==> src/rtl/aqp_esp_uart_rx_pkg.sv <==
// Shared definitions for the ESP32 9-bit UART link: word width, default bit
// timing and receiver state encoding. The TX block imports the same package.
package aqp_esp_uart_rx_pkg;

  localparam int ESP_UART_WORD_W       = 9;
  localparam int ESP_UART_CLKS_PER_BIT = 16;
  localparam int ESP_UART_LAST_BIT     = ESP_UART_WORD_W - 1;

  typedef enum logic [2:0] {
    ST_IDLE  = 3'd0,
    ST_START = 3'd1,
    ST_DATA  = 3'd2,
    ST_STOP  = 3'd3,
    ST_BREAK = 3'd4
  } rx_state_e;

  // Result of a stop-bit decision, registered into the output pulses.
  typedef struct packed {
    logic stop_ok;
    logic ferr;
  } rx_evt_t;

endpackage

==> src/rtl/aqp_sync2.sv <==
// Generic two-flop synchroniser for a single asynchronous bit; the reset value
// should match the idle level of the incoming line.
module aqp_sync2 #(
  parameter logic RST_VAL = 1'b1
) (
  input  logic clk,
  input  logic reset,
  input  logic d,
  output logic q
);

  logic meta;

  always_ff @(posedge clk) begin
    if (reset) begin
      meta <= RST_VAL;
      q    <= RST_VAL;
    end else begin
      meta <= d;
      q    <= meta;
    end
  end

endmodule

==> src/rtl/aqp_esp_uart_rx.sv <==
// 9-bit UART receiver for the ESP32 link: deserialises uart_rxd into FIFO
// writes, drives RTS from FIFO almost-full and pulses framing/overflow errors.
module aqp_esp_uart_rx
  import aqp_esp_uart_rx_pkg::*;
#(
  parameter int CLKS_PER_BIT = ESP_UART_CLKS_PER_BIT
) (
  input  logic                       clk,
  input  logic                       reset,
  input  logic                       uart_rxd,
  output logic                       uart_rts_n,
  input  logic                       fifo_full,
  input  logic                       fifo_almost_full,
  output logic [ESP_UART_WORD_W-1:0] wrdata,
  output logic                       wr_en,
  output logic                       framing_err,
  output logic                       overflow_err
);

  localparam int CW = $clog2(CLKS_PER_BIT);
  localparam logic [CW-1:0] FULL_LD = CW'(CLKS_PER_BIT - 1);
  localparam logic [CW-1:0] HALF_LD = CW'(CLKS_PER_BIT / 2 - 1);
  localparam logic [3:0]    LAST_IDX = 4'(ESP_UART_LAST_BIT);

  logic rxd_s;

  aqp_sync2 #(.RST_VAL(1'b1)) u_sync (
    .clk   (clk),
    .reset (reset),
    .d     (uart_rxd),
    .q     (rxd_s)
  );

  rx_state_e                  state, state_nxt;
  logic [CW-1:0]              cnt, cnt_nxt;
  logic [3:0]                 bit_idx, bit_idx_nxt;
  logic [ESP_UART_WORD_W-1:0] shreg, shreg_nxt;
  rx_evt_t                    evt;
  logic                       tick;

  assign tick = (cnt == '0);

  always_ff @(posedge clk) begin
    if (reset) begin
      state   <= ST_IDLE;
      cnt     <= '0;
      bit_idx <= '0;
      shreg   <= '0;
    end else begin
      state   <= state_nxt;
      cnt     <= cnt_nxt;
      bit_idx <= bit_idx_nxt;
      shreg   <= shreg_nxt;
    end
  end

  // The counter free-runs down to zero and parks there; every transition
  // reloads it, so each state measures time from its own entry.
  always_comb begin
    state_nxt   = state;
    cnt_nxt     = tick ? cnt : cnt - 1'b1;
    bit_idx_nxt = bit_idx;
    shreg_nxt   = shreg;
    evt         = '0;
    case (state)
      ST_IDLE: begin
        if (!rxd_s) begin
          state_nxt = ST_START;
          cnt_nxt   = HALF_LD;
        end
      end
      ST_START: begin
        if (tick) begin
          if (rxd_s) begin
            state_nxt = ST_IDLE;
            cnt_nxt   = '0;
          end else begin
            state_nxt   = ST_DATA;
            cnt_nxt     = FULL_LD;
            bit_idx_nxt = '0;
          end
        end
      end
      ST_DATA: begin
        if (tick) begin
          shreg_nxt = {rxd_s, shreg[ESP_UART_WORD_W-1:1]};
          cnt_nxt   = FULL_LD;
          if (bit_idx == LAST_IDX) begin
            state_nxt = ST_STOP;
          end else begin
            bit_idx_nxt = bit_idx + 4'd1;
          end
        end
      end
      ST_STOP: begin
        if (tick) begin
          cnt_nxt = '0;
          if (rxd_s) begin
            state_nxt   = ST_IDLE;
            evt.stop_ok = 1'b1;
          end else begin
            state_nxt = ST_BREAK;
            evt.ferr  = 1'b1;
          end
        end
      end
      ST_BREAK: begin
        // Held-low line: sit here silently until it returns to idle.
        if (rxd_s) begin
          state_nxt = ST_IDLE;
          cnt_nxt   = '0;
        end
      end
      default: begin
        state_nxt = ST_IDLE;
        cnt_nxt   = '0;
      end
    endcase
  end

  always_ff @(posedge clk) begin
    if (reset) begin
      wrdata       <= '0;
      wr_en        <= 1'b0;
      framing_err  <= 1'b0;
      overflow_err <= 1'b0;
    end else begin
      wr_en        <= evt.stop_ok & ~fifo_full;
      overflow_err <= evt.stop_ok & fifo_full;
      framing_err  <= evt.ferr;
      if (evt.stop_ok) wrdata <= shreg;
    end
  end

  // Registered so RTS tracks almost-full with exactly one clock of delay.
  always_ff @(posedge clk) begin
    if (reset) uart_rts_n <= 1'b1;
    else       uart_rts_n <= fifo_almost_full;
  end

endmodule

==> config.mk <==
export PLATFORM = sky130hd
export DESIGN_NAME = aqp_esp_uart_rx
export DESIGN_NICKNAME = d
export VERILOG_FILES = /design/src/rtl/aqp_esp_uart_rx_pkg.sv /design/src/rtl/aqp_sync2.sv /design/src/rtl/aqp_esp_uart_rx.sv
export SDC_FILE = /design/constraint.sdc
export NUM_CORES = 1
export LEC_CHECK = 0
export CAP_MARGIN = 10
export CORE_MARGIN = 10
export CORE_UTILIZATION = 55
export DETAILED_ROUTE_END_ITERATION = 16
export HOLD_SLACK_MARGIN = 0.15
export PLACE_DENSITY = 0.85
export RECOVER_POWER = 25
export REMOVE_ABC_BUFFERS = 1
export SLEW_MARGIN = 20
export SYNTH_ARGS = -nofsm -noshare
export SYNTH_HDL_FRONTEND = slang
export SYNTH_SLANG_ARGS = --single-unit
==> constraint.sdc <==
create_clock -name clk -period 4.4 [get_ports clk]
set_input_delay 1.1 -clock clk [delete_from_list [all_inputs] [get_ports clk]]
set_output_delay 1.1 -clock clk [all_outputs]
set_load 0.1 [all_outputs]
Word-level counts from Yosys, hierarchy flattened

Cells that the tools add are included.
Widths: inputs -> output; s select.

Add/subtract/negate cells: 2
Equality and inequality tests: 13
Mux-type cells: 26
Bitwise operators: 5
Reductions and logical operators: 7

Operator list:

| cell                | count |
|---|---|
| $mux 4              | 11 |
| $mux 3              | 7 |
| $pmux 4 s5          | 1 |
| $pmux 3 s5          | 1 |
| $ne 2x2->1 const B  | 7 |
| $pmux 4 s2          | 1 |
| $eq 3x2->1 const B  | 2 |
| $mux 2              | 3 |
| $reduce_and 6->1    | 1 |
| $reduce_and 5->1    | 1 |
| $add 4x1->4 const B | 1 |
| $eq 4x4->1 const B  | 1 |
| $logic_not 4->1     | 1 |
| $sub 4x1->4 const B | 1 |
| $eq 3x1->1 const B  | 1 |
| $eq 3x3->1 const B  | 1 |
| $logic_not 3->1     | 1 |
| $not 1->1           | 3 |
| $reduce_or 3->1     | 1 |
| $and 1x1->1         | 2 |
| $mux 1              | 2 |
| $ne 2x1->1 const B  | 1 |
| $reduce_and 2->1    | 1 |
| $reduce_bool 2->1   | 1 |

Register bits after elaboration: 35
Input bits: 5
Word-level logic and storage cells: 64

Logic depth before layout (Yosys ltp)

Depth after elaboration: 4
Gate-level depth with buffers: 10
Mapped depth without buffers: 9

Cells and area by module

Synthesis repeated with hierarchy kept, for this count alone.

Cells, all modules: 185
Area total of the unflattened synthesis: 1642.8 um2

Modules (own cells, without submodules):

| module          | instances | cells each | area each (um2) |
|---|---|---|---|
| aqp_esp_uart_rx | 1         | 181        | 1590.3 |
| aqp_sync2       | 1         | 4          | 52.6 |

Least setup slack after synthesis

No wires, ideal clock.

Path type: register to register
Start point: register cnt[0]
End point: register cnt[0]
Library setup time: 74 ps
Arrival: 2049 ps
Slack: 2277 ps
Cell stages (with the launch flop): 10
Buffers on the path: 1
Clock period less this slack: 2123 ps
Cell sequence: dfxtp_1 inv_1 ha_1 nor3b_1 inv_1 buf_2 ha_1 maj3_1 or4_1 o21ai_0

Longest elaborated chain between the ends: 4
Elaborated cells between the ends (all ways): 9

Ends and longest elaborated chain:

| item                                                  | RTL line                                     | RTL |
|---|---|---|
| start, declared                                       | aqp_esp_uart_rx.sv:35                        | `logic [CW-1:0] cnt, cnt_nxt;` |
| start signal, assigned                                | aqp_esp_uart_rx.sv:51                        | `cnt <= cnt_nxt;` |
| $sub 4x1->4 / $logic_not 4->1 (equally long branches) | aqp_esp_uart_rx.sv:61, aqp_esp_uart_rx.sv:41 |  |
| $mux 4                                                | aqp_esp_uart_rx.sv:61                        | `cnt_nxt = tick ? cnt : cnt - 1'b1;` |
| $mux 4 (on tied branches)                             | -                                            |  |
| $pmux 4 s5 *                                          | aqp_esp_uart_rx.sv:65                        | `case (state)` |

Every way passes the cells marked *; elsewhere a longest branch is shown, timed or not.
A chain may end at the register's enable or synchronous reset.

Worst setup path in the final report

Same ends and word-level chain as after synthesis.

==> results.sh <==
export IMPL_ctsHtreeMaxLevel=2
export IMPL_multi_input_area_um2=786
export IMPL_seqPwrFrac=0.486
export IMPL_period_share=0.741
export IMPL_cts_tree="yes"
export IMPL_track_usage=0.128
export IMPL_avgRoutedWirePerCell_um=14.2
export IMPL_crit_path_start="cnt[0]"
export IMPL_netSwitchingFraction=0.364
export IMPL_comb_power_share=0.281
export IMPL_rows=19
export IMPL_gp_congestion=0.849
export IMPL_synthToLayoutAreaGrowth_pct=14.0
export IMPL_min_delay_path_depth=1
export IMPL_port_buffer_count=17
export IMPL_ys_seq_elements=35
export IMPL_outcome="completed"
export IMPL_boundaryPins=18
export IMPL_grt_start_max_net_pins=21
export IMPL_tns_ns=0
export IMPL_critPathCapture="cnt[0]"
export IMPL_drv_max_cap_violation_count=0
export IMPL_crit_buf_inv=3
export IMPL_hold_viol=0
export IMPL_critical_path_top_delay_family="buffers and inverters"
export IMPL_antennaDiodeCount=0
export IMPL_internal_power_uw=469
export IMPL_num_fill_cells=252
export IMPL_clock_path_buffers=2
export IMPL_synth_cell_types=38
export IMPL_crit_arrival_ns=3.53
export IMPL_synth_seq_area_share=0.444
export IMPL_peakVddDrop_uv=400
export IMPL_cp_max_fo=20
export IMPL_reg2reg_slack_ns=1.14
export IMPL_crit_path_max_incr_delay_ns=0.69
export IMPL_seq_area_um2=701
export IMPL_hold_buffers=0
export IMPL_hpwl_um=2330
export IMPL_cpMaxStageDelayCell="clkbuf_1"
export IMPL_post_cts_buffers=0
export IMPL_initial_utilization=0.572
export IMPL_nNetsFinal=208
export IMPL_grt_pass1_wl_um=5610
export IMPL_start_kind="register"
export IMPL_grt_overflow=0
export IMPL_netlist_area_um2=1580
export IMPL_dr_pass1_iters=4
export IMPL_wirelength_um=3270
export IMPL_clock_root_buffer="clkbuf_4"
export IMPL_max_freq_mhz=307
export IMPL_rsz0062_at_grt="no"
export IMPL_r2r_start="cnt[0]"
export IMPL_path_class="reg -> reg"
export IMPL_syn_instance_count=185
export IMPL_crit_required_ns=4.67
export IMPL_die_w_um=73.5
export IMPL_hp_class="reg -> reg"
export IMPL_cts_buffers_inserted=5
export IMPL_slew_headroom=0.347
export IMPL_final_core_util=0.652
export IMPL_core_um2=2760
export IMPL_reg2reg_to="cnt[0]"
export IMPL_min_period_ns=3.26
export IMPL_yosys_warnings=0
export IMPL_dieArea_um2=5410
export IMPL_clock_sinks=35
export IMPL_drive_gt1_frac=0.0653
export IMPL_crit_cells=9
export IMPL_reg2regPathDepth=9
export IMPL_cts_resized=0
export IMPL_slew_viol_final=0
export IMPL_insertion_delay_ns=0.34
export IMPL_ant_nets=0
export IMPL_drt_iter0_markers=95
export IMPL_worstMarginPinSlew_ns=0.976
export IMPL_drc=0
export IMPL_synth_area_per_cell_um2=8.52
export IMPL_die_y_um=73.5
export IMPL_powerDensity_nw_per_um2=410
export IMPL_grt_pass1_vias=1273
export IMPL_cts_clk_slew_worst_paths_ns=0.11
export IMPL_cp_end_kind="register"
export IMPL_p_clk_frac=0.233
export IMPL_vias=1368
export IMPL_viasPerCell=5.95
export IMPL_crit_chain="inv_1 > ha_1 > nor3b_1 > clkbuf_1 > inv_1 > ha_1 > maj3_1 > or4_1 > o21ai_0"
export IMPL_setup_viol=0
export IMPL_p_switching_uw=269
export IMPL_antenna_found_initial=0
export IMPL_fin_skew_ns=0.00689
export IMPL_p_leak_nw=0.676
worst register-to-register path: stages (launching register included):
cell and delay [ns]:
dfxtp_1 0.37, inv_1 0.10, ha_1 0.20, nor3b_1 0.18, clkbuf_1 0.69, inv_1 0.42
ha_1 0.40, maj3_1 0.34, or4_1 0.40, o21ai_0 0.09
power by group through the flow:
stage	clock network (mW)	registers [mW]	logic, mW
floorplan	0	0.363	0.145
CTS	0.177	0.359	0.217
finish	0.172	0.358	0.207
global placement	0	0.366	0.203
global route	0.194	0.363	0.236
detailed placement	0	0.366	0.216
worst min path at each step:
stage                 from        to  slack, ns
3_5_place_dp   u_sync.meta  u_sync.q       0.40
5_1_grt        u_sync.meta  u_sync.q       0.47
6_report       u_sync.meta  u_sync.q       0.42
2_1_floorplan  u_sync.meta  u_sync.q       0.39
4_1_cts        u_sync.meta  u_sync.q       0.43
3_3_place_gp   u_sync.meta  u_sync.q       0.39
cell usage after synthesis (all sizes together):
cell | n | area, µm²
o311ai | 1 | 8.76
a32oi | 1 | 8.76
a221o | 1 | 10.0
nand2 | 14 | 52.6
a22oi | 2 | 15.0
dfxtp | 35 | 701
nand3b | 2 | 15.0
nor4 | 1 | 6.26
clkbuf | 8 | 30.0
ha | 5 | 62.6
nand3 | 11 | 55.1
nor2b | 4 | 25.0
nand4b | 1 | 8.76
buf | 5 | 26.3
o31ai | 1 | 7.51
and3 | 1 | 6.26
or4 | 2 | 15.0
and4 | 1 | 8.76
or2 | 3 | 18.8
inv | 9 | 33.8
a21boi | 1 | 7.51
a2111oi | 2 | 17.5
nor3b | 3 | 33.8
a31oi | 2 | 12.5
a21oi | 18 | 90.1
o21bai | 1 | 7.51
nor4b | 1 | 8.76
nand4 | 3 | 18.8
or3 | 2 | 12.5
nor2 | 16 | 60.1
maj3 | 1 | 10.0
nor3 | 5 | 25.0
nand2b | 2 | 12.5
o21ai | 11 | 55.1
mux2i | 9 | 90.1
stage by stage:
| step | total power [mW] | cell area [µm²] | worst slack, ns | hold WS (ns) | instances |
|---|---|---|---|---|---|
| after floorplan | 0.508 | 1520 | 1.07 | 0.389 | 172 |
| after global routing | 0.793 | 1800 | 0.886 | 0.468 | 230 |
| after global placement | 0.568 | 1750 | 1.74 | 0.391 | 222 |
| after detailed placement | 0.582 | 1750 | 1.70 | 0.398 | 222 |
| after CTS | 0.753 | 1810 | 1.45 | 0.431 | 230 |
| final | 0.738 | 1800 | 1.14 | 0.422 | 230 |
layout make-up:
type                       count  share of cell area
tap                           31              0.0216
sequential                    35               0.390
clock inverter                 3              0.0111
timing repair buffer          19               0.101
inverter                       9              0.0188
multi-input combinational    128               0.437
clock buffer                   5              0.0209
cell families (layout without fill, tap and decap cells):
| family | after synthesis | count (layout) | synth area share |
|---|---|---|---|
| muxes | 9 | 9 | 0.0571 |
| adders and majority gates | 6 | 6 | 0.0460 |
| and+or+nand+nor | 72 | 72 | 0.243 |
| DFF | 35 | 35 | 0.444 |
| AOI/OAI and AO/OA | 41 | 41 | 0.152 |
| buffers and inverters | 22 | 36 | 0.0571 |
layout by cell type, fill, tap and decap left out, drive strengths merged, types with 4 or more instances in the layout:
master	Yosys	final
dfxtp	35	35
a21oi	18	18
nor2	16	16
clkdlybuf4s50	0	16
nand2	14	14
o21ai	11	11
nand3	11	11
inv	9	9
mux2i	9	9
clkbuf	8	6
nor3	5	5
ha	5	5
nor2b	4	4
routing by layer:
layer  wire length (µm)  global-route usage  part of all wire  up-vias
met5                  0                   0                 0        -
met4                 41              0.0518             0.013        0
met3                202              0.0417             0.062        5
met2               1660               0.216              0.51       34
met1               1360               0.144              0.42      652
li1                   -                   -                 -      677
registers in the layout, summed over array words and instances (netlist names):
| name | count |
|---|---|
| bit_idx | 4 |
| cnt | 4 |
| framing_err | 1 |
| overflow_err | 1 |
| shreg | 9 |
| state | 3 |
| u_sync.meta | 1 |
| u_sync.q | 1 |
| uart_rts_n | 1 |
| wr_en | 1 |
| wrdata | 9 |
Note: power is estimated with default switching activity, not from simulation.
